--- src/rtl/reception_pkg.sv ---
// reception_pkg: codes shared by the visitor queue and its FIFO.
//   Query codes   : what a visitor asks the desk for.
//   Message codes : what the desk replies with.
//   state_t       : desk handshake states of visitor_queue.
//   is_grant()    : true when a desk reply assigns a room.
package reception_pkg;

    localparam logic [1:0] QRY_A    = 2'b00;
    localparam logic [1:0] QRY_ANY0 = 2'b01;
    localparam logic [1:0] QRY_ANY1 = 2'b10;
    localparam logic [1:0] QRY_B    = 2'b11;

    localparam logic [1:0] MSG_NONE = 2'b00;
    localparam logic [1:0] MSG_A    = 2'b01;
    localparam logic [1:0] MSG_B    = 2'b10;
    localparam logic [1:0] MSG_BUSY = 2'b11;

    typedef enum logic [2:0] {
        IDLE    = 3'd0,
        SETUP   = 3'd1,
        STROBE  = 3'd2,
        WAIT    = 3'd3,
        EVAL    = 3'd4,
        BACKOFF = 3'd5
    } state_t;

    function automatic logic is_grant(input logic [1:0] msg);
        return (msg == MSG_A) || (msg == MSG_B);
    endfunction

endpackage

--- src/rtl/vq_fifo.sv ---
// vq_fifo: small first-word-fall-through FIFO holding waiting visitors.
//   clk, rst      : clock, asynchronous active-high reset (empties the FIFO)
//   push, din     : write request and data; accepted when not full, or when
//                   a pop happens in the same cycle (pop frees the slot first)
//   pop           : remove the head entry (ignored when empty)
//   dout          : current head entry (combinational read of the head slot)
//   full, empty   : status flags
//   count         : number of stored entries, width clog2(DEPTH)+1
// DEPTH must be a power of two so the pointers wrap naturally.
module vq_fifo #(
    parameter int DEPTH = 4,
    parameter int WIDTH = 2
) (
    input  logic                       clk,
    input  logic                       rst,
    input  logic                       push,
    input  logic                       pop,
    input  logic [WIDTH-1:0]           din,
    output logic [WIDTH-1:0]           dout,
    output logic                       full,
    output logic                       empty,
    output logic [$clog2(DEPTH):0]     count
);

    localparam int AW = $clog2(DEPTH);
    localparam int CW = AW + 1;

    logic [WIDTH-1:0] mem [DEPTH];
    logic [AW-1:0]    wr_ptr_reg;
    logic [AW-1:0]    rd_ptr_reg;
    logic [CW-1:0]    count_reg;
    logic             do_pop;
    logic             do_push;

    assign empty   = (count_reg == '0);
    assign full    = (count_reg == CW'(DEPTH));
    assign do_pop  = pop && !empty;
    assign do_push = push && (!full || do_pop);
    assign dout    = mem[rd_ptr_reg];
    assign count   = count_reg;

    // Storage carries no reset: contents are meaningless while count is zero.
    always_ff @(posedge clk) begin
        if (do_push) begin
            mem[wr_ptr_reg] <= din;
        end
    end

    always_ff @(posedge clk or posedge rst) begin
        if (rst) begin
            wr_ptr_reg <= '0;
            rd_ptr_reg <= '0;
            count_reg  <= '0;
        end else begin
            if (do_push) begin
                wr_ptr_reg <= wr_ptr_reg + 1'b1;
            end
            if (do_pop) begin
                rd_ptr_reg <= rd_ptr_reg + 1'b1;
            end
            case ({do_push, do_pop})
                2'b10:   count_reg <= count_reg + 1'b1;
                2'b01:   count_reg <= count_reg - 1'b1;
                default: count_reg <= count_reg;
            endcase
        end
    end

endmodule

--- src/rtl/visitor_queue.sv ---
// visitor_queue: queues arriving visitors and negotiates a room for the head
// visitor with a reception desk through a start/message handshake.
//   clk, rst        : clock, asynchronous active-high reset
//   arrive          : one-cycle strobe, enqueue arrive_query
//   arrive_query[2] : visitor request code
//   message[2]      : desk reply (01 room A, 10 room B, 11 busy, 00 none)
//   query[2]        : head visitor's request (00 when the queue is empty)
//   start           : one-cycle desk strobe, high only in STROBE
//   assigned_valid  : pulse when the head visitor is given a room
//   assigned_room[2]: room code valid with assigned_valid
//   drop            : pulse the cycle after an arrival lost to a full queue
//   q_full, q_empty : queue status
// Optional feature, macro VISITOR_QUEUE_STATS_EN: adds 8-bit saturating
// outputs served_count (grants) and busy_count (EVAL->BACKOFF transitions).
// RESP_WAIT and RETRY_WAIT must be at least 1.
module visitor_queue
    import reception_pkg::*;
#(
    parameter int DEPTH      = 4,
    parameter int RESP_WAIT  = 2,
    parameter int RETRY_WAIT = 8
) (
    input  logic       clk,
    input  logic       rst,
    input  logic       arrive,
    input  logic [1:0] arrive_query,
    input  logic [1:0] message,
    output logic [1:0] query,
    output logic       start,
    output logic       assigned_valid,
    output logic [1:0] assigned_room,
    output logic       drop,
    output logic       q_full,
    output logic       q_empty
`ifdef VISITOR_QUEUE_STATS_EN
    ,
    output logic [7:0] served_count,
    output logic [7:0] busy_count
`endif
);

    localparam int CW    = $clog2(DEPTH) + 1;
    localparam int MAXW  = (RESP_WAIT > RETRY_WAIT) ? RESP_WAIT : RETRY_WAIT;
    localparam int TW    = $clog2(MAXW + 1);

    state_t          state_reg;
    state_t          state_next;
    logic [TW-1:0]   timer_reg;
    logic [TW-1:0]   timer_next;
    logic            drop_reg;

    logic [1:0]      head;
    logic [CW-1:0]   fifo_count;
    logic            fifo_full;
    logic            fifo_empty;
    logic            pop;
    logic            grant;

    vq_fifo #(
        .DEPTH (DEPTH),
        .WIDTH (2)
    ) u_fifo (
        .clk   (clk),
        .rst   (rst),
        .push  (arrive),
        .pop   (pop),
        .din   (arrive_query),
        .dout  (head),
        .full  (fifo_full),
        .empty (fifo_empty),
        .count (fifo_count)
    );

    // A grant in EVAL frees the head slot in the same cycle, so a coincident
    // arrival on a full queue is stored rather than dropped.
    assign grant          = (state_reg == EVAL) && is_grant(message);
    assign pop            = grant;
    assign assigned_valid = grant;
    assign assigned_room  = grant ? message : MSG_NONE;
    assign start          = (state_reg == STROBE);
    assign query          = fifo_empty ? QRY_A : head;
    assign q_full         = fifo_full;
    assign q_empty        = fifo_empty;
    assign drop           = drop_reg;

    always_ff @(posedge clk or posedge rst) begin
        if (rst) begin
            state_reg <= IDLE;
            timer_reg <= '0;
            drop_reg  <= 1'b0;
        end else begin
            state_reg <= state_next;
            timer_reg <= timer_next;
            drop_reg  <= arrive && (fifo_count == CW'(DEPTH)) && !pop;
        end
    end

    // Timer counts up inside WAIT/BACKOFF and is cleared on every exit so
    // each timed state starts from zero.
    always_comb begin
        state_next = state_reg;
        timer_next = '0;
        case (state_reg)
            IDLE: begin
                if (!fifo_empty) begin
                    state_next = SETUP;
                end
            end
            SETUP: begin
                state_next = STROBE;
            end
            STROBE: begin
                state_next = WAIT;
            end
            WAIT: begin
                if (timer_reg == TW'(RESP_WAIT - 1)) begin
                    state_next = EVAL;
                end else begin
                    timer_next = timer_reg + 1'b1;
                end
            end
            EVAL: begin
                state_next = is_grant(message) ? IDLE : BACKOFF;
            end
            BACKOFF: begin
                if (timer_reg == TW'(RETRY_WAIT - 1)) begin
                    state_next = SETUP;
                end else begin
                    timer_next = timer_reg + 1'b1;
                end
            end
            default: begin
                state_next = IDLE;
            end
        endcase
    end

`ifdef VISITOR_QUEUE_STATS_EN
    logic [7:0] served_reg;
    logic [7:0] busy_reg;

    always_ff @(posedge clk or posedge rst) begin
        if (rst) begin
            served_reg <= 8'd0;
            busy_reg   <= 8'd0;
        end else begin
            if (grant && (served_reg != 8'hFF)) begin
                served_reg <= served_reg + 8'd1;
            end
            if ((state_reg == EVAL) && !is_grant(message) && (busy_reg != 8'hFF)) begin
                busy_reg <= busy_reg + 8'd1;
            end
        end
    end

    assign served_count = served_reg;
    assign busy_count   = busy_reg;
`endif

endmodule

--- config.mk ---
export PLATFORM = sky130hd
export DESIGN_NAME = visitor_queue
export DESIGN_NICKNAME = d
export VERILOG_FILES = /design/src/rtl/reception_pkg.sv /design/src/rtl/vq_fifo.sv /design/src/rtl/visitor_queue.sv
export SDC_FILE = /design/constraint.sdc
export NUM_CORES = 1
export LEC_CHECK = 0
export CORE_UTILIZATION = 30
export DETAILED_ROUTE_END_ITERATION = 10
export MAX_ROUTING_LAYER = met4
export PLACE_DENSITY_LB_ADDON = 0.15
export SYNTH_ARGS = -nofsm -noshare
export SYNTH_HDL_FRONTEND = slang
export SYNTH_SLANG_ARGS = --single-unit
--- constraint.sdc ---
create_clock -name clk -period 2.4 [get_ports clk]
set_input_delay 0.72 -clock clk [delete_from_list [all_inputs] [get_ports clk]]
set_output_delay 0.72 -clock clk [all_outputs]
set_load 0.02 [all_outputs]
==> results of run 1 <==
worst reg2reg max path: stages (launching register included):
cell                      delay, ns
sky130_fd_sc_hd__dfrtp_1       0.38
sky130_fd_sc_hd__or3b_1        0.46
sky130_fd_sc_hd__buf_4         0.19
sky130_fd_sc_hd__nor3_4        0.18
sky130_fd_sc_hd__ha_4          0.17
sky130_fd_sc_hd__inv_1         0.05
sky130_fd_sc_hd__fa_2          0.33
sky130_fd_sc_hd__xor2_1        0.14
sky130_fd_sc_hd__nor2_1        0.06
sky130_fd_sc_hd__xor2_1        0.15
power groups by stage:
stage / Sequential, mW / Clock [mW] / Combinational [mW]
after detailed placement: 0.641 / 0 / 0.817
after floorplan: 0.633 / 0 / 0.541
final: 0.631 / 0.238 / 0.818
after CTS: 0.637 / 0.245 / 0.808
after global routing: 0.651 / 0.262 / 0.908
after global placement: 0.634 / 0 / 0.810
cell usage in the layout, fill, tap and decap left out, drive strengths merged, types with 5 or more instances in the layout:
cell type / count
nor3b: 5
nor2: 7
ha: 7
buf: 19
xor2: 7
edfxtp: 8
dlygate4sd2: 6
dfrtp: 15
inv: 8
cells in the mapped netlist (all sizes together):
cell type | instances | area [um^2]
a22oi | 2 | 28.8
and4bb | 1 | 12.5
and2b | 2 | 15.0
o21a | 1 | 7.51
inv | 8 | 30.0
o22a | 1 | 10.0
a22o | 1 | 8.76
a2bb2oi | 1 | 8.76
and3b | 1 | 10.0
buf | 3 | 23.8
nor2b | 4 | 25.0
xnor2 | 4 | 35.0
dfrtp | 15 | 375
nor2 | 7 | 26.3
mux2i | 2 | 20.0
nand3b | 2 | 15.0
mux4 | 2 | 45.0
nand3 | 1 | 5.00
nor3 | 2 | 15.0
ha | 7 | 87.6
mux2 | 1 | 11.3
xor2 | 7 | 61.3
nor4b | 1 | 15.0
nor3b | 5 | 37.5
or2 | 1 | 6.26
fa | 1 | 20.0
o21ai | 2 | 10.0
edfxtp | 8 | 240
or3b | 2 | 17.5
repair_timing:
item	in CTS	in global routing
pin swaps	4	5
gates cloned	0	0
buffers inserted	1	1
setup endpoints to repair	9	4
resized for setup	23	5
per-stage QoR:
stage | instances | setup TNS [ns] | setup WS, ns | instance area (um^2)
floorplan | 95 | 0 | 0.114 | 1220
global placement | 170 | -2.60 | -0.452 | 1520
detailed placement | 170 | -2.85 | -0.483 | 1520
CTS | 175 | 0 | 0.0178 | 1580
global route | 176 | -0.00137 | -0.00137 | 1600
finish | 176 | 0 | 0.0772 | 1600
layer usage:
metal | vias up | global-route usage | routed length, um
met5 | - | - | 0
met3 | 2 | 0.0207 | 47
met1 | 374 | 0.143 | 968
li1 | 394 | - | -
met2 | 6 | 0.188 | 1040
met4 | 0 | 0.0489 | 25
worst max path at each step:
stage,endpoint,slack [ns],cells past startpoint
after floorplan,u_fifo.count[2]$_DFFE_PP0P_,0.11,8
after global placement,assigned_valid,-0.45,4
after detailed placement,assigned_valid,-0.48,4
after CTS,u_fifo.count[2]$_DFFE_PP0P_,0.02,9
after global routing,u_fifo.count[2]$_DFFE_PP0P_,-0.001,10
final,query[0],0.08,3
cell type report:
class	count	area, um^2	share of cell area
Tap cell	48	60.1	0.0375
Clock inverter	1	5.00	0.00312
Sequential cell	23	617	0.385
Clock buffer	3	41.3	0.0258
Timing Repair Buffer	32	260	0.162
Inverter	8	30.0	0.0187
Multi-Input combinational cell	61	588	0.367
logic make-up after synthesis:
| logic type | count (synthesis) |
|---|---|
| XOR/XNOR | 11 |
| buffers and inverters | 11 |
| flip-flops | 23 |
| adder cells (fa/ha/maj) | 8 |
| AND/OR/NAND/NOR | 29 |
| AO/OA/AOI/OAI | 8 |
| multiplexers | 5 |
==> results.md, run 1 <==
- Total number of vias: 776
- Cell area after synthesis: 0.00122 mm^2
- Hold path start: u_fifo.count[2]$_DFFE_PP0P_
- Total die area: 0.00434 mm^2
- Type of the worst min-delay path: reg2reg
- Share of total power in combinational logic: 0.485
- Clock-pin slew reported for the worst setup and hold paths after clock tree synthesis: 0.08 ns
- Multiplexer fraction of the synthesized cell area: 0.0624
- Num rows: 22
- Share of the synthesized netlist area taken by xor and xnor gates: 0.0787
- Instance count of the mapped netlist: 95
- Number of distinct library cells after synthesis: 34
- Per-cell routed wire length: 11.8 um
- Max-cap violations: 0
- Slowest cell on the critical path: sky130_fd_sc_hd__mux4_2
- Post-layout util: 0.422
- Dominant combinational cell family by area after synthesis: simple AND/OR/NAND/NOR gates
- Shortest period the worst path allows: 2.32 ns
- F_max: 431 MHz
- Max IR drop VDD: 0.000444 V
- Worst setup slack for register-to-register paths: 0.18 ns
- Mapped Nets: 110
- Count of final setup violators: 0
- CP top delay family: multiplexers
- Clock buffers created by TritonCTS: 3
- Worst relative slew slack: 0.604
- Length of the first detailed-routing pass in iterations: 4
- Power Total: 1.69 mW
- Count of cells along the worst hold path: 1
- Int Power: 1.09 mW
- Synthesized-area fraction occupied by ao, oa, aoi and oai cells: 0.0603
- Hold Vio Cnt, Final: 0
- Total grt overflow: 0
- Clock Tree Root: sky130_fd_sc_hd__clkbuf_8
- Largest register FFs: 8
- FF-to-FF Start: state_reg[0]$_DFFE_PP0P_
- Number of flip-flops and latches in the synthesized netlist: 23
- GRT Util Overall: 0.116
- Antenna violations before repair: 0
- Critical path buffers and inverters: 1
- Launching element type of the critical path: flop
- Reg2Reg Depth: 9
- Static power due to leakage: 0.737 nW
- Net count of the finished layout: 144
- Post-route clock skew: 0.00176 ns
- Ratio of total power to cell area: 1050 mW/mm^2
- Clk network pwr share: 0.141
- Average vias per placed instance: 4.41
- Clock Tree Buf Depth: 2
- IO buf count: 15
- Net load switching power: 0.598 mW
- Critical path launch point: u_fifo.rd_ptr_reg[0]$_DFFE_PP0P_
- Post-detailed-route count of antenna-violating nets: 0
- Die width: 65.9 um
- Critical path required time: 1.68 ns
- Final weighted congestion in routability-driven placement: 0.688
- Core footprint: 0.00380 mm^2
- Number of remaining DRC errors: 0
- Hold-fix buffer count after cts: 0
- Number of global-route vias before repair: 799
- Wirelength, routed: 2080 um
- Iter 0 DRT Violations: 15
- Classification of the worst setup path: reg2out
- Sequential power share: 0.374
- Number of sinks on the clock net: 23
- Tcrit/Tclk final: 0.968
- Reg2reg end: u_fifo.count[2]$_DFFE_PP0P_
- Synthesized-area fraction occupied by adder cells: 0.0879
- Switching power as a share of total power: 0.354
- Endpoint class of the critical path: output port
- CTS tree: yes
- IO Count: 16
- Pins over their slew limit: 0
- Part of the Yosys area used for sequential elements: 0.503
- Arrival time reported for the critical path endpoint: 1.60 ns
- Ordered list of cells on the worst path: mux4_2, nor2b_1, dlygate4sd2_1
- Number of warnings issued by yosys: 0
- Largest fanout on the critical path: 3
- Synth-to-layout area growth: 30.9%
- Final HPWL DP: 1640 um
- Syn avg cell area: 12.9 um^2
- Worst hold endpoint: u_fifo.count[2]$_DFFE_PP0P_
- Wire length of the first global-routing pass: 3650 um
- Post-Synth Simple-Gate Area: 0.164
- Peak per-stage delay on the critical path: 0.49 ns
- Die H: 65.9 um
- Maximum number of pins on one net before global-route repair: 16
- Starting density of the core: 0.322
- Fill cell count: 378
- Result of the run: finished clean
- # diodes: 0
- Share of final-layout standard cells stronger than drive strength 1: 0.313
- Clock latency on the worst-skew pair: 0.26 ns
- Slew @ Worst Pin: 0.594 ns
- H-Tree Depth: 1
- Hold WS: 0.507 ns
Note: power is estimated with default switching activity, not from simulation.
==> run 2: changes to the inputs <==
--- a/config.mk
+++ b/config.mk
@@ -5,10 +5,12 @@
 export SDC_FILE = /design/constraint.sdc
 export NUM_CORES = 1
 export LEC_CHECK = 0
+export ABC_AREA = 1
 export CORE_UTILIZATION = 30
 export DETAILED_ROUTE_END_ITERATION = 10
 export MAX_ROUTING_LAYER = met4
-export PLACE_DENSITY_LB_ADDON = 0.15
+export PLACE_DENSITY = 0.52
+export SLEW_MARGIN = 40
 export SYNTH_ARGS = -nofsm -noshare
 export SYNTH_HDL_FRONTEND = slang
 export SYNTH_SLANG_ARGS = --single-unit
==> results.md, run 2 <==
- Result of the run: finished clean
- Clock Tree Buf Depth: 2
- Arrival time reported for the critical path endpoint: 2.41 ns
- Critical path required time: 2.54 ns
- # diodes: 0
- Wirelength, routed: 2030 um
- Part of the Yosys area used for sequential elements: 0.489
- Most frequent standard cell in the layout excluding fill and tap cells: sky130_fd_sc_hd__nor2_1
- Int Power: 0.984 mW
- Maximum number of pins on one net before global-route repair: 16
- Number of flip-flops and latches in the synthesized netlist: 23
- Dominant cell type by area after synthesis: sky130_fd_sc_hd__dfrtp_1
- Post-layout util: 0.390
- Post-detailed-route count of antenna-violating nets: 0
- Largest fanout on the critical path: 3
- Net count of the finished layout: 180
- Slew @ Worst Pin: 0.570 ns
- Launching element type of the critical path: primary input
- F_max: 440 MHz
- Classification of the worst setup path: in2reg
- Max IR drop VDD: 0.000304 V
- Syn avg cell area: 9.06 um^2
- Total grt overflow: 0
- Cell area after synthesis: 0.00126 mm^2
- Mapped Nets: 154
- Total number of vias: 916
- Sequential power share: 0.395
- Per-cell routed wire length: 9.46 um
- Length of the first detailed-routing pass in iterations: 4
- Cell with the most instances after synthesis: sky130_fd_sc_hd__nor2_1
- Share of final-layout standard cells stronger than drive strength 1: 0.232
- Number of global-route vias before repair: 906
- Clock-pin slew reported for the worst setup and hold paths after clock tree synthesis: 0.07 ns
- Total instance count after detailed placement: 210
- Fill cell count: 403
- Synth top cells by count: sky130_fd_sc_hd__nor2_1, sky130_fd_sc_hd__nand2_1, sky130_fd_sc_hd__inv_1
- Total placed instance area: 0.00152 mm^2
- Total die area: 0.00446 mm^2
- Clk network pwr share: 0.136
- Unrepaired setup endpoints after global routing: false
- Iter 0 DRT Violations: 7
- Die width: 66.8 um
- Largest register FFs: 8
- Hold WS: 0.492 ns
- Number of remaining DRC errors: 0
- Number of sinks on the clock net: 23
- Final weighted congestion in routability-driven placement: 0.792
- Number of enable-type register cells in the synthesized netlist: 8
- Antenna violations before repair: 0
- Tcrit/Tclk final: 0.946
- Post-route clock skew: 0.00493 ns
- Net load switching power: 0.699 mW
- Ratio of total power to cell area: 1070 mW/mm^2
- Core footprint: 0.00403 mm^2
- Share of total power in combinational logic: 0.469
- Number of warnings issued by yosys: 0
- Post-layout instance area: 0.00157 mm^2
- Worst relative slew slack: 0.620
- Post-synthesis async set-or-reset flop share: 0.652
- Number of distinct library cells after synthesis: 23
- Max-cap violations: 0
- Pins over their slew limit: 0
- Num rows: 23
- Clock buffers created by TritonCTS: 3
- Post-CTS setup buffer count: 0
- Clock Tree Root: sky130_fd_sc_hd__clkbuf_8
- Wire length of the first global-routing pass: 3590 um
- Leading cell types in the layout, fill and taps excluded: sky130_fd_sc_hd__nor2_1, sky130_fd_sc_hd__nand2_1, sky130_fd_sc_hd__inv_1
- Count of final setup violators: 0
- Portion of synthesized cell area occupied by the leading cell type: 0.298
- IO buf count: 15
- Hold Vio Cnt, Final: 0
- Starting density of the core: 0.313
- IO Count: 16
- Non-filler cells in the finished layout: 214
- Hold-fix buffer count after cts: 0
- Switching power as a share of total power: 0.415
- Endpoint class of the critical path: flop
- Static power due to leakage: 0.730 nW
- Most used flip-flop cell after synthesis: sky130_fd_sc_hd__dfrtp_1
- Final HPWL DP: 1710 um
- GRT Util Overall: 0.110
- Clock latency on the worst-skew pair: 0.25 ns
- Sequential standard cell area: 616 um^2
- Die H: 66.8 um
- Average vias per placed instance: 4.28
- CTS tree: yes
- Shortest period the worst path allows: 2.27 ns
- Instance count of the mapped netlist: 139
- Synth-to-layout area growth: 24.8%
- H-Tree Depth: 1
- Type of the worst min-delay path: reg2reg
- Synth top area cells: sky130_fd_sc_hd__dfrtp_1, sky130_fd_sc_hd__edfxtp_1, sky130_fd_sc_hd__ha_1
- Total area of multi-input combinational cells: 559 um^2
run 2: changes by cell type after synthesis, sizes merged, moves of 4 or more:
cell / delta
nor2b: -4
inv: +14
a21oi: +5
nor2: +21
nand3: +5
nand2: +27
nor3b: -5
o21ai: +8
xor2: -4
run 2: worst paths after layout:
path                                           from                               end  slack (ns)  depth (start not counted)
setup / recovery                         message[1]       u_fifo.count[2]$_DFFE_PP0P_        0.13                         13
hold / removal               timer_reg[0]$_DFF_PP0_            timer_reg[0]$_DFF_PP0_        0.49                          1
setup reg to reg           state_reg[2]$_DFFE_PP0P_       u_fifo.count[2]$_DFFE_PP0P_        0.35                         11
hold reg to reg              timer_reg[0]$_DFF_PP0_            timer_reg[0]$_DFF_PP0_        0.49                          1
max in group asynchronous                       rst            timer_reg[3]$_DFF_PP0_        1.21                          2
min in group asynchronous                       rst  u_fifo.rd_ptr_reg[0]$_DFFE_PP0P_        0.81                          2
run 2: power by group through the flow:
stage	Clock (mW)	Combinational, mW	Sequential (mW)
after CTS	0.237	0.806	0.667
after detailed placement	0	0.818	0.675
after global placement	0	0.806	0.665
final	0.229	0.789	0.664
after floorplan	0	0.599	0.635
after global routing	0.254	0.907	0.686
run 2: per-stage QoR:
stage / setup slack (ns) / total power, mW / setup TNS [ns]
detailed placement: -0.467 / 1.49 / -1.76
CTS: 0.0398 / 1.71 / 0
global placement: -0.481 / 1.47 / -1.76
global route: 0.0292 / 1.85 / 0
floorplan: 0.155 / 1.23 / 0
finish: 0.130 / 1.68 / 0
run 2: routing by layer:
layer,track usage,up-vias,share of wire
met3,0.0137,2,0.031
met5,-,-,0
li1,-,484,-
met2,0.183,15,0.46
met1,0.131,415,0.49
met4,0.0505,0,0.016
run 2: cell type report:
| type | count | area share |
|---|---|---|
| Multi-Input combinational cell | 92 | 0.356 |
| Timing Repair Buffer | 23 | 0.132 |
| Sequential cell | 23 | 0.391 |
| Tap cell | 50 | 0.0398 |
| Inverter | 22 | 0.0525 |
| Clock buffer | 4 | 0.0286 |
run 2: kinds of logic (layout without fill, tap and decap cells):
| group | count (synthesis) | after routing | share of synthesized area |
|---|---|---|---|
| buf+inv | 24 | 49 | 0.0784 |
| flops | 23 | 23 | 0.489 |
| simple gates | 63 | 63 | 0.244 |
| compound gates | 16 | 16 | 0.0685 |
| xor+xnor | 5 | 5 | 0.0348 |
| fa+ha+maj | 8 | 8 | 0.0854 |
run 2: worst max-delay path: stages:
cell,delay [ns]
sky130_fd_sc_hd__dlygate4sd2_1,0.25
sky130_fd_sc_hd__inv_1,0.05
sky130_fd_sc_hd__nand2_1,0.06
sky130_fd_sc_hd__nand2_2,0.09
sky130_fd_sc_hd__nand2_4,0.06
sky130_fd_sc_hd__buf_6,0.13
sky130_fd_sc_hd__nor2_4,0.10
sky130_fd_sc_hd__ha_2,0.18
sky130_fd_sc_hd__inv_2,0.04
sky130_fd_sc_hd__fa_2,0.39
sky130_fd_sc_hd__a21oi_2,0.11
sky130_fd_sc_hd__o21ai_1,0.08
sky130_fd_sc_hd__xor2_1,0.14
run 2: repair_timing:
item	in CTS	in global routing
endpoints found under the hold margin	0	0
setup endpoints to repair	7	1
pin swaps	3	0
gates resized for setup	23	1
==> run 3: changes to the inputs <==
--- a/config.mk
+++ b/config.mk
@@ -6,6 +6,7 @@
 export NUM_CORES = 1
 export LEC_CHECK = 0
 export ABC_AREA = 1
+export CAP_MARGIN = 20
 export CORE_UTILIZATION = 30
 export DETAILED_ROUTE_END_ITERATION = 10
 export MAX_ROUTING_LAYER = met4
==> results of run 3 <==
The final DEF is identical to that of run 2; final timing and power are the same.
==> edit 1, RTL diff (settings of run 1) <==
`DEPTH` is set to 4 in 2 places; all go to 8.
--- a/src/rtl/vq_fifo.sv
+++ b/src/rtl/vq_fifo.sv
@@ -10,3 +10,3 @@
 module vq_fifo #(
-    parameter int DEPTH = 4,
+    parameter int DEPTH = 8,
     parameter int WIDTH = 2
--- a/src/rtl/visitor_queue.sv
+++ b/src/rtl/visitor_queue.sv
@@ -18,3 +18,3 @@
 #(
-    parameter int DEPTH      = 4,
+    parameter int DEPTH      = 8,
     parameter int RESP_WAIT  = 2,
Behaviour: not the same (Yosys sat finds a counterexample within 10 cycles, from zero or initial values and one cycle with rst high).
==> edit 1 against run 1 <==
- the flow now finishes with violations (negative setup slack)
- worst setup slack worse by 0.088 ns
- core utilization grew 0.24 points
- sequential cell count is 11 higher
- wire length up 47%
- synthesized area is 37% higher
- hold slack lost 0.0018 ns
- first-iteration DRC count rose by 33%
- total power is 53% higher
- design area up 39%
- sequential power grew 52%
- die area up 36%
- global-route usage up 0.19 points
- highest routed layer unchanged
==> edit 1: results (changes against run 1) <==
Run status
- result of the run: finished with violations
- violated checks: negative setup slack

Global routing
- GRT Util Overall: 11.8%, +0.19 points
- pin count of the biggest net entering global routing: 19, +3
- global-route wire length before repair: 5060 um, +39%
- vias in the first global route: 1106, +38%
- met3 usage: 3.93%, +1.9 points
- met1 Usage GRT: 11.9%, -2.4 points
- initial antenna violation count: 0, unchanged
- GR Util met2: 20.4%, +1.7 points

Finish
- max reg flops: 16, +8
- fraction of final layout cells sized beyond drive strength 1: 32.9%, +1.7 points
- area of the multi-input gates: 762 sq um, +30%
- number of antenna repair diodes: 0, unchanged
- filler instances: 515, +36%
- post-route non-filler standard cell count: 243, +38%
- post-layout net count: 186, +29%

STA
- count of endpoints failing setup in the final report: 1, +1
- Clock Skew: 0.00415 ns, +0.00238 ns
- pin slew with the least headroom to its limit: 0.358 ns, -0.235 ns
- accumulated negative setup slack: -0.0106 ns, -0.0106 ns
- least setup slack across all paths after layout: -0.0106 ns, -0.0877 ns

Logic synthesis
- number of flops mapped to enable cells by yosys: 16, +8
- Post-Syn Nets: 144, +31%
- sequential share of the synthesized area: 55.5%, +5.2 points
- xor-xnor portion of the synthesized cell area: 5.75%, -2.1 points
- Synth area leaders: edfxtp_1 (29%), dfrtp_1 (27%), mux4_2 (5.4%)
- number of distinct standard cells referenced by the synthesized netlist: 36, +5.9%
- post-synthesis share of cell area spent on full adders, half adders and majority gates: 5.22%, -3.6 points
- Post-synth top flop: dfrtp_1
- synth warn: 0, unchanged
- ys async rst share: 52.9%, -12 points
- synthesized area divided by synthesized cell count: 12.9 sq um, +0.13%
- leading post-synthesis cells by instance count: nor2_1 (21), dfrtp_1 (18), edfxtp_1 (16)
- portion of netlist area occupied by mux cells: 8.81%, +2.6 points
- area fraction in compound gates after synthesis: 5.00%, -1.0 points

Route
- number of design-rule violations left by the first detailed-router iteration: 20, +5
- routed via count divided by cell count: 4.61, +4.6%
- detailed-router iteration count before antenna repair: 4, unchanged
- wire length per cell: 12.6 um, +6.2%

Clock network
- number of buffers inserted by post-CTS setup repair: 4, +3
- insertion delay to the later sink of the worst-skew pair: 0.29 ns, +0.03 ns
- cell at the root of the clock tree: clkbuf_8
- CTS Buffer Depth: 2, unchanged
- number of H-tree levels: 2, +1
- post-CTS sizing: 20, -13%
- clock buffers created by TritonCTS: 5, +2

Place
- instance area after placement: 0.00204 sq mm, +34%
- Cell Count Post-Placement: 229, +35%
- Placement Setup Slack: -0.513 ns, -0.0300 ns
- dpl hpwl: 2270 um, +38%
- count of input and output buffers: 15, unchanged
- GP Congestion: 0.783, +14%

Critical path
- arrival time reported for the critical path endpoint: 1.69 ns, +0.09 ns
- largest driver fanout on the critical path: 5, +2

Power
- Psw: 0.851 mW, +42%
- peak ir drop on the vdd network: 400 uV, -9.9%
- Lkg Pwr: 0.916 nW, +24%

Hold path
- Hold WC Path Type: reg -> reg

-- edit 1: path summary, 6_finish.rpt --
kind | slack [ns] | cells past startpoint | start | endpoint
worst max-delay path | -0.01 | 5 | u_fifo.rd_ptr_reg[0] | query[0]
worst min-delay path | 0.51 | 1 | timer_reg[0] | timer_reg[0]
worst max register to register | 0.20 | 10 | state_reg[0] | u_fifo.count[2]
worst min register to register | 0.51 | 1 | timer_reg[0] | timer_reg[0]
max in group asynchronous | 1.43 | 3 | rst | u_fifo.rd_ptr_reg[0]
min in group asynchronous | 0.75 | 3 | rst | u_fifo.wr_ptr_reg[1]
-- edit 1: power by group through the flow --
stage	logic [mW]	registers (mW)	clock network, mW
3_5_place_dp	0.964	0.977	0
6_report	0.979	0.961	0.634
2_1_floorplan	0.636	0.951	0
3_3_place_gp	0.946	0.972	0
4_1_cts	0.970	0.966	0.650
5_1_grt	1.09	0.984	0.677
-- edit 1: layer usage --
| layer | routed length [um] | share of wire [%] |
|---|---|---|
| met5 | 0 | 0 |
| met4 | 59 | 1.9 |
| met2 | 1630 | 53 |
| met3 | 91 | 3.0 |
| met1 | 1270 | 42 |
-- edit 1: cell type report --
| type | count | area share [%] |
|---|---|---|
| Tap cell | 70 | 3.94 |
| Timing Repair Buffer | 37 | 13.1 |
| Clock buffer | 5 | 3.10 |
| Multi-Input combinational cell | 91 | 34.3 |
| Inverter | 3 | 0.507 |
| Clock inverter | 3 | 3.10 |
| Sequential cell | 34 | 42.0 |
-- edit 1: cell families after synthesis --
family / Yosys count
xor+xnor: 11
flops: 34
simple gates: 52
fa+ha+maj: 7
buf+inv: 5
mux: 9
compound gates: 12
-- edit 1: critical path, cell delays in order, from the launching register on --
cell	delay [ns]
dfrtp_2	0.42
buf_4	0.13
mux4_2	0.49
mux2i_1	0.15
nor2_1	0.06
buf_2	0.15
==> edit 2, RTL diff (config.mk and constraints of run 1) <==
Made on the original files. The 6 states of `state_t` get a one-hot encoding in 6 bits.
--- a/src/rtl/reception_pkg.sv
+++ b/src/rtl/reception_pkg.sv
@@ -17,9 +17,9 @@
 
-    typedef enum logic [2:0] {
-        IDLE    = 3'd0,
-        SETUP   = 3'd1,
-        STROBE  = 3'd2,
-        WAIT    = 3'd3,
-        EVAL    = 3'd4,
-        BACKOFF = 3'd5
+    typedef enum logic [5:0] {
+        IDLE    = 6'b000001,
+        SETUP   = 6'b000010,
+        STROBE  = 6'b000100,
+        WAIT    = 6'b001000,
+        EVAL    = 6'b010000,
+        BACKOFF = 6'b100000
     } state_t;
Check against the original RTL: no difference found for any inputs over 10 cycles, from zero or initial values and one cycle with rst high; not proved beyond that.
==> edit 2 against run 1 <==
- cell count rose by 32%
- wire length is 50% higher
- worst setup slack got worse by 0.011 ns
- core utilization grew 2.8 points
- register-to-register slack worse by 0.06 ns
- sequential cell count rose by 3
- total power increased by 20%
- clock power increased by 56%
- design area grew 26%
- synthesized area up 19%
- non-clock buffer count increased by 15
==> edit 2: results (changes against run 1) <==
Power
- peak ir drop on the vdd network: 353 uV, -21%
- switching fraction of total power: 35.7%, +0.26 points
- Lkg Pwr: 0.892 nW, +21%
- share of total power in combinational logic: 49.1%, +0.6 points

Logic synthesis
- Synth area leaders: dfrtp_1 (29%), edfxtp_1 (16%), ha_1 (5.2%)
- leading post-synthesis cells by instance count: dfrtp_1 (17), inv_1 (10), nor2_1 (9)
- Post-Syn Nets: 143, +30%
- number of flops mapped to enable cells by yosys: 8, unchanged
- sequential share of the synthesized area: 47.5%, -2.8 points
- ys async rst share: 69.2%, +4.0 points
- synthesized area divided by synthesized cell count: 11.3 sq um, -12%
- synth warn: 0, unchanged
- number of distinct standard cells referenced by the synthesized netlist: 47, +38%

Route
- number of design-rule violations left by the first detailed-router iteration: 41, +26
- detailed-router iteration count before antenna repair: 4, unchanged
- remaining antenna violation count: 0, unchanged
- total length of routed wires: 3130 um, +50%
- DR vias: 1130, +46%

Place
- dpl hpwl: 2360 um, +44%
- Cell Count Post-Placement: 224, +32%
- GP Congestion: 0.816, +19%

Finish
- post-route non-filler standard cell count: 232, +32%
- post-layout net count: 195, +35%
- number of antenna repair diodes: 0, unchanged
- filler instances: 429, +13%
- fraction of final layout cells sized beyond drive strength 1: 35.6%, +4.3 points

Clock network
- clock buffers created by TritonCTS: 3, unchanged
- cell at the root of the clock tree: clkbuf_8
- insertion delay to the later sink of the worst-skew pair: 0.28 ns, +0.02 ns
- clock-pin slew on the worst setup and hold paths: 0.09 ns
- number of H-tree levels: 1, unchanged

Critical path
- worst-case register-to-register setup slack: 0.12 ns, -0.06 ns
- arrival time reported for the critical path endpoint: 1.61 ns
- largest driver fanout on the critical path: 3, unchanged

STA
- Clock Skew: 0.00530 ns, +0.00354 ns
- pin slew with the least headroom to its limit: 0.364 ns, -0.230 ns

Global routing
- GR Util met2: 22.7%, +4.0 points
- pin count of the biggest net entering global routing: 19, +3
- met3 usage: 2.25%, +0.18 points
- global-route wire length before repair: 5250 um, +44%
- initial antenna violation count: 0, unchanged
- vias in the first global route: 1180, +48%
- met1 Usage GRT: 16.2%, +1.9 points
- GRT Util Overall: 13.7%, +2.1 points

Hold path
- Hold WC Path Type: reg -> reg

Run status
- result of the run: finished, final reports clean

==> edit 2: cell count changes after synthesis, sizes merged, moves of 3 or more <==
| cell | change |
|---|---|
| and2 | +7 |
| a21oi | +4 |
| nand2 | +7 |
| nand3 | +3 |
| nor2 | +3 |
| xor2 | -3 |
| o31ai | +3 |
| buf | -3 |
| a211oi | +3 |
==> edit 2: power by group through the flow <==
stage	Combinational, mW	Sequential [mW]	Clock (mW)
final	0.996	0.660	0.372
after global routing	1.11	0.674	0.406
after CTS	0.959	0.654	0.383
after detailed placement	0.958	0.665	0
after global placement	0.940	0.658	0
after floorplan	0.507	0.700	0
==> edit 2: kinds of logic after synthesis <==
| logic type | share of synthesized area (%) |
|---|---|
| DFF | 47.5 |
| and+or+nand+nor | 21.6 |
| AOI/OAI and AO/OA | 12.3 |
| buffers and inverters | 2.83 |
| xor gates and xnor gates | 5.41 |
| muxes | 3.86 |
| adders and majority gates | 6.52 |
==> edit 2: critical path, cell delays in order (launching register included) <==
cell,delay (ns)
dfrtp_2,0.41
mux4_2,0.49
and2_1,0.17
clkdlybuf4s15_1,0.27
==> edit 2: stage by stage <==
stage                     utilization, %  power, mW  hold WS, ns  instance area [sq um]  worst slack [ns]
after global placement              41.8       1.60        0.475                   1880            -0.568
final                               45.0       2.03        0.510                   2030            0.0657
after detailed placement            41.8       1.62        0.499                   1880            -0.626
after CTS                           44.1       2.00        0.512                   1980           0.00605
after floorplan                        -       1.21        0.461                   1460            0.0943
after global routing                45.0       2.19        0.548                   2030           -0.0547
==> edit 2: repair_timing <==
action / CTS / global route
hold buffers: 0 / 0
gates resized for setup: 24 / 19
pin swaps: 3 / 8
setup endpoints to repair: 10 / 8
setup buffers: 2 / 2
==> edit 2: layout make-up <==
class | count | area [sq um] | share of cell area, %
multi-input cells | 92 | 783 | 38.7
flip-flops and latches | 26 | 693 | 34.2
repair buffers | 47 | 372 | 18.3
well taps | 52 | 65.1 | 3.21
clock buffers | 3 | 41.3 | 2.04
inverters | 11 | 41.3 | 2.04
clock inverters | 1 | 30.0 | 1.48
==> edit 2: routing by layer <==
metal | wire, um | part of all wire (%)
met1 | 1420 | 45
met2 | 1540 | 49
met5 | 0 | 0
met3 | 76 | 2.4
met4 | 99 | 3.2
==> edit 2: worst paths after layout <==
path,start,end,cells past startpoint
max in group asynchronous,rst,state_reg[0],3
worst min register to register,timer_reg[0],timer_reg[0],1
min in group asynchronous,rst,timer_reg[3],3
worst max register to register,state_reg[1],u_fifo.count[1],11
worst min-delay path,timer_reg[0],timer_reg[0],1
worst max-delay path,u_fifo.rd_ptr_reg[0],query[0],3
